## src/rtl/lsu_pkg.sv

```systemverilog
// Shared types and constants for the LSU memory arbiter: FSM states, RISC-V
// load/store size codes, memory mask encodings and the load extension helper.
package lsu_pkg;

  typedef enum logic [1:0] {
    ST_IDLE   = 2'd0,
    ST_ACCESS = 2'd1,
    ST_RESP   = 2'd2
  } lsu_state_e;

  localparam logic [2:0] F3_LB  = 3'b000;
  localparam logic [2:0] F3_LH  = 3'b001;
  localparam logic [2:0] F3_LW  = 3'b010;
  localparam logic [2:0] F3_LBU = 3'b100;
  localparam logic [2:0] F3_LHU = 3'b101;

  localparam logic [3:0] MASK_B0  = 4'd0;
  localparam logic [3:0] MASK_B1  = 4'd1;
  localparam logic [3:0] MASK_B2  = 4'd2;
  localparam logic [3:0] MASK_B3  = 4'd3;
  localparam logic [3:0] MASK_H0  = 4'd4;
  localparam logic [3:0] MASK_H1  = 4'd5;
  localparam logic [3:0] MASK_W   = 4'd6;
  localparam logic [3:0] MASK_BU0 = 4'd7;
  localparam logic [3:0] MASK_BU1 = 4'd8;
  localparam logic [3:0] MASK_BU2 = 4'd9;
  localparam logic [3:0] MASK_BU3 = 4'd10;
  localparam logic [3:0] MASK_HU0 = 4'd11;
  localparam logic [3:0] MASK_HU1 = 4'd12;

  // Pick the addressed byte/half out of the memory word and sign/zero extend it.
  function automatic logic [31:0] load_extend(input logic [2:0]  funct3,
                                              input logic [1:0]  off,
                                              input logic [31:0] word);
    logic [7:0]  byte_v;
    logic [15:0] half_v;
    logic [31:0] res_v;
    byte_v = word[{off, 3'b000} +: 8];
    half_v = off[1] ? word[31:16] : word[15:0];
    case (funct3)
      F3_LB:   res_v = {{24{byte_v[7]}}, byte_v};
      F3_LH:   res_v = {{16{half_v[15]}}, half_v};
      F3_LW:   res_v = word;
      F3_LBU:  res_v = {24'h000000, byte_v};
      F3_LHU:  res_v = {16'h0000, half_v};
      default: res_v = 32'h0000_0000;
    endcase
    return res_v;
  endfunction

endpackage

```

## src/rtl/lsu_mask_enc.sv

```systemverilog
// Combinational size decoder: maps funct3/we/offset to the memory mask code,
// an illegal-access flag and the lane-placed store data.
module lsu_mask_enc
  import lsu_pkg::*;
(
  input  logic [2:0]  funct3_i,
  input  logic        we_i,
  input  logic [1:0]  off_i,
  input  logic [31:0] wdata_i,
  output logic [3:0]  mask_o,
  output logic        illegal_o,
  output logic [31:0] wdata_o
);

  logic [3:0]  mask_s;
  logic        illegal_s;
  logic [31:0] lane_s;

  // Decode size field; unsigned variants are load-only.
  always_comb begin
    mask_s    = MASK_B0;
    illegal_s = 1'b0;
    lane_s    = 32'h0000_0000;
    case (funct3_i)
      F3_LB: begin
        case (off_i)
          2'd0:    mask_s = MASK_B0;
          2'd1:    mask_s = MASK_B1;
          2'd2:    mask_s = MASK_B2;
          default: mask_s = MASK_B3;
        endcase
        lane_s = {24'h000000, wdata_i[7:0]} << {off_i, 3'b000};
      end
      F3_LH: begin
        mask_s    = off_i[1] ? MASK_H1 : MASK_H0;
        illegal_s = off_i[0];
        lane_s    = off_i[1] ? {wdata_i[15:0], 16'h0000} : {16'h0000, wdata_i[15:0]};
      end
      F3_LW: begin
        mask_s    = MASK_W;
        illegal_s = (off_i != 2'd0);
        lane_s    = wdata_i;
      end
      F3_LBU: begin
        case (off_i)
          2'd0:    mask_s = MASK_BU0;
          2'd1:    mask_s = MASK_BU1;
          2'd2:    mask_s = MASK_BU2;
          default: mask_s = MASK_BU3;
        endcase
        illegal_s = we_i;
      end
      F3_LHU: begin
        mask_s    = off_i[1] ? MASK_HU1 : MASK_HU0;
        illegal_s = we_i | off_i[0];
      end
      default: begin
        illegal_s = 1'b1;
      end
    endcase
  end

  assign mask_o    = illegal_s ? 4'd0 : mask_s;
  assign illegal_o = illegal_s;
  assign wdata_o   = (we_i && !illegal_s) ? lane_s : 32'h0000_0000;

endmodule

```

## src/rtl/lsu_mem_arbiter.sv

```systemverilog
// Two-port LSU arbiter in front of a single-cycle memory. Each request runs
// IDLE -> ACCESS -> RESP; the memory strobes are registered so reset drops them at once.
module lsu_mem_arbiter
  import lsu_pkg::*;
#(
  parameter int FIXED_PRIO = 0
) (
  input  logic        clk,
  input  logic        reset,
  input  logic        p0_valid,
  output logic        p0_ready,
  input  logic [31:0] p0_addr,
  input  logic [31:0] p0_wdata,
  input  logic        p0_we,
  input  logic [2:0]  p0_funct3,
  output logic        p0_rsp_valid,
  output logic [31:0] p0_rdata,
  output logic        p0_err,
  input  logic        p1_valid,
  output logic        p1_ready,
  input  logic [31:0] p1_addr,
  input  logic [31:0] p1_wdata,
  input  logic        p1_we,
  input  logic [2:0]  p1_funct3,
  output logic        p1_rsp_valid,
  output logic [31:0] p1_rdata,
  output logic        p1_err,
  output logic [31:0] mem_addr,
  output logic [31:0] mem_wdata,
  output logic [3:0]  mem_mask,
  output logic        mem_rd_en,
  output logic        mem_wr_en,
  output logic        mem_cs,
  input  logic [31:0] mem_rdata
);

  lsu_state_e  state_q, state_d;
  logic        last_grant_q, port_q, we_q, illegal_q;
  logic [2:0]  funct3_q;
  logic [31:0] mem_addr_q, mem_wdata_q;
  logic [3:0]  mem_mask_q;
  logic        mem_rd_en_q, mem_wr_en_q, mem_cs_q;
  logic        p0_rsp_valid_q, p1_rsp_valid_q, p0_err_q, p1_err_q;
  logic [31:0] p0_rdata_q, p1_rdata_q;

  logic        grant_s, any_valid_s, handshake_s;
  logic [31:0] req_addr_s, req_wdata_s, rsp_data_s;
  logic        req_we_s;
  logic [2:0]  req_funct3_s;
  logic [3:0]  enc_mask_s;
  logic        enc_illegal_s;
  logic [31:0] enc_wdata_s;

  assign any_valid_s = p0_valid | p1_valid;

  // Grant selection; round-robin alternates only when both ports contend.
  always_comb begin
    grant_s = 1'b0;
    if (FIXED_PRIO != 0) begin
      grant_s = ~p0_valid;
    end else if (p0_valid && p1_valid) begin
      grant_s = ~last_grant_q;
    end else begin
      grant_s = ~p0_valid;
    end
  end

  assign req_addr_s   = grant_s ? p1_addr   : p0_addr;
  assign req_wdata_s  = grant_s ? p1_wdata  : p0_wdata;
  assign req_we_s     = grant_s ? p1_we     : p0_we;
  assign req_funct3_s = grant_s ? p1_funct3 : p0_funct3;

  lsu_mask_enc u_mask_enc (
    .funct3_i  (req_funct3_s),
    .we_i      (req_we_s),
    .off_i     (req_addr_s[1:0]),
    .wdata_i   (req_wdata_s),
    .mask_o    (enc_mask_s),
    .illegal_o (enc_illegal_s),
    .wdata_o   (enc_wdata_s)
  );

  // FSM state register.
  always_ff @(posedge clk or negedge reset) begin
    if (!reset) begin
      state_q <= ST_IDLE;
    end else begin
      state_q <= state_d;
    end
  end

  // FSM next-state logic.
  always_comb begin
    state_d = state_q;
    case (state_q)
      ST_IDLE:   state_d = any_valid_s ? ST_ACCESS : ST_IDLE;
      ST_ACCESS: state_d = ST_RESP;
      ST_RESP:   state_d = ST_IDLE;
      default:   state_d = ST_IDLE;
    endcase
  end

  // FSM outputs: combinational ready for the granted port, idle only.
  always_comb begin
    handshake_s = 1'b0;
    p0_ready    = 1'b0;
    p1_ready    = 1'b0;
    if (reset && (state_q == ST_IDLE) && any_valid_s) begin
      handshake_s = 1'b1;
      p0_ready    = ~grant_s;
      p1_ready    = grant_s;
    end else begin
      handshake_s = 1'b0;
    end
  end

  // Request latch and memory-side strobes, live only during ACCESS.
  always_ff @(posedge clk or negedge reset) begin
    if (!reset) begin
      last_grant_q <= 1'b1;
      port_q       <= 1'b0;
      we_q         <= 1'b0;
      illegal_q    <= 1'b0;
      funct3_q     <= 3'b000;
      mem_addr_q   <= 32'h0000_0000;
      mem_wdata_q  <= 32'h0000_0000;
      mem_mask_q   <= 4'd0;
      mem_cs_q     <= 1'b1;
      mem_wr_en_q  <= 1'b1;
      mem_rd_en_q  <= 1'b0;
    end else if (handshake_s) begin
      last_grant_q <= grant_s;
      port_q       <= grant_s;
      we_q         <= req_we_s;
      illegal_q    <= enc_illegal_s;
      funct3_q     <= req_funct3_s;
      mem_addr_q   <= req_addr_s;
      mem_wdata_q  <= enc_wdata_s;
      mem_mask_q   <= enc_mask_s;
      mem_cs_q     <= enc_illegal_s;
      mem_wr_en_q  <= ~(req_we_s & ~enc_illegal_s);
      mem_rd_en_q  <= ~req_we_s & ~enc_illegal_s;
    end else begin
      mem_cs_q     <= 1'b1;
      mem_wr_en_q  <= 1'b1;
      mem_rd_en_q  <= 1'b0;
    end
  end

  always_comb begin
    rsp_data_s = 32'h0000_0000;
    if (illegal_q || we_q) begin
      rsp_data_s = 32'h0000_0000;
    end else begin
      rsp_data_s = load_extend(funct3_q, mem_addr_q[1:0], mem_rdata);
    end
  end

  // Response registers: loaded at the end of ACCESS, cleared after RESP.
  always_ff @(posedge clk or negedge reset) begin
    if (!reset) begin
      p0_rsp_valid_q <= 1'b0;
      p1_rsp_valid_q <= 1'b0;
      p0_rdata_q     <= 32'h0000_0000;
      p1_rdata_q     <= 32'h0000_0000;
      p0_err_q       <= 1'b0;
      p1_err_q       <= 1'b0;
    end else if (state_q == ST_ACCESS) begin
      p0_rsp_valid_q <= ~port_q;
      p1_rsp_valid_q <= port_q;
      p0_rdata_q     <= port_q ? 32'h0000_0000 : rsp_data_s;
      p1_rdata_q     <= port_q ? rsp_data_s : 32'h0000_0000;
      p0_err_q       <= ~port_q & illegal_q;
      p1_err_q       <= port_q & illegal_q;
    end else begin
      p0_rsp_valid_q <= 1'b0;
      p1_rsp_valid_q <= 1'b0;
      p0_rdata_q     <= 32'h0000_0000;
      p1_rdata_q     <= 32'h0000_0000;
      p0_err_q       <= 1'b0;
      p1_err_q       <= 1'b0;
    end
  end

  assign mem_addr     = mem_addr_q;
  assign mem_wdata    = mem_wdata_q;
  assign mem_mask     = mem_mask_q;
  assign mem_cs       = mem_cs_q;
  assign mem_wr_en    = mem_wr_en_q;
  assign mem_rd_en    = mem_rd_en_q;
  assign p0_rsp_valid = p0_rsp_valid_q;
  assign p1_rsp_valid = p1_rsp_valid_q;
  assign p0_rdata     = p0_rdata_q;
  assign p1_rdata     = p1_rdata_q;
  assign p0_err       = p0_err_q;
  assign p1_err       = p1_err_q;

endmodule

```

## config.mk

```make
export PLATFORM = sky130hd
export DESIGN_NAME = lsu_mem_arbiter
export DESIGN_NICKNAME = d
export VERILOG_FILES = /design/src/rtl/lsu_pkg.sv /design/src/rtl/lsu_mask_enc.sv /design/src/rtl/lsu_mem_arbiter.sv
export SDC_FILE = /design/constraint.sdc
export NUM_CORES = 1
export LEC_CHECK = 0
export BUFFER_PORTS_ARGS = -buffer_cell sky130_fd_sc_hd__buf_2
export CAP_MARGIN = 20
export CORE_MARGIN = 2
export CORE_UTILIZATION = 50
export CTS_CLUSTER_SIZE = 16
export DETAILED_ROUTE_END_ITERATION = 12
export PLACE_DENSITY = 0.81
export SLEW_MARGIN = 20
export SYNTH_ARGS = -nofsm -noshare
export SYNTH_HDL_FRONTEND = slang
export SYNTH_SLANG_ARGS = --single-unit
```

## constraint.sdc

```tcl
create_clock -name clk -period 4.89 [get_ports clk]
set_clock_uncertainty 0.2 [all_clocks]
set_input_delay 0.978 -clock clk [delete_from_list [all_inputs] [get_ports clk]]
set_output_delay 0.978 -clock clk [all_outputs]
set_load 0.02 [all_outputs]
```

==> flow_metrics.tcl <==
set metrics [dict create \
    status "finished, final reports clean" \
    tns_ps 0 \
    slew_violations 0 \
    vias 7227 \
    synthArstFlopShare_pct 100 \
    ys_ff_latch 148 \
    rsz0062_at_grt "false" \
    seq_area_frac_synth_pct 51.5 \
    cts_hold_buf 0 \
    cp_data_required_time_ps 3710 \
    p_total_mw 4.40 \
    avgSynthCellArea_um2 9.44 \
    dieArea_um2 15400 \
    netlist_area_um2 7190 \
    drc_errors 0 \
    drtIter0Drc 856 \
    placed_area_um2 8790 \
    yosysTopAreaCell "dfrtp_1" \
    cp_max_fo 31 \
    path_clk_slew_ps 60 \
    power.density_nw_per_um2 469 \
    hold_viol_final 0 \
    cp.arrival_ps 2520 \
    io_pins 313 \
    relSlewSlack_pct 24.6 \
    fin_area_um2 9390 \
    cts_buffer_depth 2 \
    nFillCells 1150 \
    cts_buffers 17 \
    finalSetupViolCount 0 \
    cts_resized 0 \
    max_freq_mhz 271 \
    period_needed_ps 3690 \
    finalNetCount 1218 \
    ctsRootBufferMaster "clkbuf_16" \
    final_min_period_over_clock_period_pct 75.5 \
    hold_ws_ps 255 \
    synthTopCellsByArea "dfrtp_1 (50%), nand2_1 (6.7%), nor2_1 (4.5%)" \
    diodes 0 \
    firstDrtPassIters 8 \
    tritoncts "done" \
    critPathCaptureType "output pin" \
    gp_congestion 0.933 \
    synth_cell_type_count 58 \
    grt_max_degree 62 \
    grt_pass1_wl_um 35400 \
    vias_per_cell 5.83 \
    cellLeakagePower_nw 4.84 \
    netlist.area_leader.share_pct 50.4 \
    grt_pass1_vias 6770 \
    fp-row-count 43 \
    die_h_um 124 \
    critPathKind "in -> out" \
    seqCellArea_um2 3710 \
    area.growth.synth_to_final_pct 30.5 \
    yosys_warnings 0 \
    worst_slew_pin_slew_ps 1130 \
    antenna_found_initial 0 \
    routed_wl_um 23600 \
    drive_above_1_share_pct 35.7 \
    overflow 0 \
    initial_utilization_pct 51.4 \
    htreeDepth 4 \
    drtAntennaViolNets 0 \
    grt.total_usage_pct 30.5 \
    hp-class "in -> async" \
    syn_inst 762 \
    synth_edf_count 0 \
    place_hpwl_um 17200 \
    insertion_delay_ps 400 \
    syn_nets 934 \
    core_um2 14000 \
    irDropWorstVdd_v 0.000281 \
    post-cts-setup-buffer-count 0 \
    drv_cap 0 \
    multi_input_area_um2 3160 \
    synth-main-ff-cell "dfrtp_1" \
    port_buffers 312 \
    critPathLaunchType "primary input" \
    cts.sinks 148 \
    drt-wirelength-per-cell_um 19.0 \
    die_w_um 124 \
]
## path summary, 6_finish.rpt
kind                                        endpoint  cells after the start  slack, ps                 start
max                                         p0_ready                      5       1200              p0_valid
min                            p0_rdata[9]$_DFF_PN0_                      1        260                 reset
max reg2reg                mem_wdata[30]$_DFFE_PN0P_                      6       2070  state_q[1]$_DFF_PN0_
min reg2reg                     state_q[0]$_DFF_PN0_                      1        270  state_q[0]$_DFF_PN0_
max in group asynchronous    mem_addr[9]$_DFFE_PN0P_                      2       3200                 reset
min in group clk                state_q[0]$_DFF_PN0_                      1        270  state_q[0]$_DFF_PN0_
## state kept, by name, indices dropped and copies added, names as in the netlist, 2 cells and up
| register | flops |
|---|---|
| funct3_q | 3 |
| state_q | 2 |
| mem_mask | 4 |
| p1_rdata | 32 |
| mem_wdata | 32 |
| mem_addr | 32 |
| p0_rdata | 32 |
## layout by cell type (no fill, tap or decap), types with 9 or more instances in the layout
cell and n:
buf_2 311, dfrtp_1 145, nand2_1 128, nor2_1 86, a21oi_1 48, a31oi_1 33
o21ai_0 24, a22o_1 23, mux2i_1 18, clkbuf_16 17, inv_1 16, o22ai_1 13
nand3_1 12, a221oi_1 11, o211ai_1 11, o21ai_1 10, a22oi_1 10, nor2b_1 9
and3_1 9
## critical path, cell delays in order
cell,delay [ps]
buf_2,440
nor2_1,100
or4b_1,560
nor2_1,220
buf_2,210
## cell type report
| cell class | instances | area share, % |
|---|---|---|
| Clock buffer | 17 | 4.53 |
| Clock inverter | 15 | 1.81 |
| Inverter | 18 | 0.720 |
| Multi-Input combinational cell | 541 | 33.7 |
| Sequential cell | 148 | 39.5 |
| Tap cell | 180 | 2.40 |
| Timing Repair Buffer | 320 | 17.3 |
## per-layer routing
| layer | GRT usage (%) | wire, um | vias up |
|---|---|---|---|
| met4 | 12.7 | 828 | 0 |
| met2 | 48.6 | 11100 | 479 |
| met1 | 39.2 | 9060 | 3363 |
| li1 | - | - | 3317 |
| met5 | 0 | 0 | - |
| met3 | 8.56 | 2550 | 68 |
## cells by family after synthesis
| group | after synthesis | synth area share [%] |
|---|---|---|
| compound gates | 230 | 22.3 |
| buf+inv | 73 | 4.63 |
| xor+xnor | 1 | 0.122 |
| mux | 25 | 3.76 |
| simple gates | 285 | 17.6 |
| flops | 148 | 51.5 |
## cell usage after synthesis (6+ instances only)
cell        n
a21o_1      6
a21oi_1    48
a221oi_1   11
a22o_1     23
a22oi_1    10
a31oi_1    33
and3_1      9
and4_1      7
buf_2      20
clkbuf_1   26
dfrtp_1   145
inv_1      16
mux2_2      6
mux2i_1    18
nand2_1   128
nand2b_1    7
nand3_1    12
nand4_1     8
nor2_1     87
nor2b_1     9
o211ai_1   11
o21ai_0    24
o21ai_1    10
o22ai_1    13
## report_power, final
group	leakage, nW	internal (mW)	switching, mW
registers	1.94	1.44	0.160
clock network	0.293	0.767	0.543
logic	2.61	0.499	0.992
total	4.84	2.71	1.70
## stage by stage
step           setup WS (ps)  utilization (%)  instances
2_1_floorplan           1560                -        762
3_3_place_gp            1090             62.8       1207
3_5_place_dp            1040             62.8       1207
4_1_cts                 1220             67.1       1239
5_1_grt                 1060             67.1       1239
6_report                1200             67.1       1239
Power figures use the tool's default switching activity.
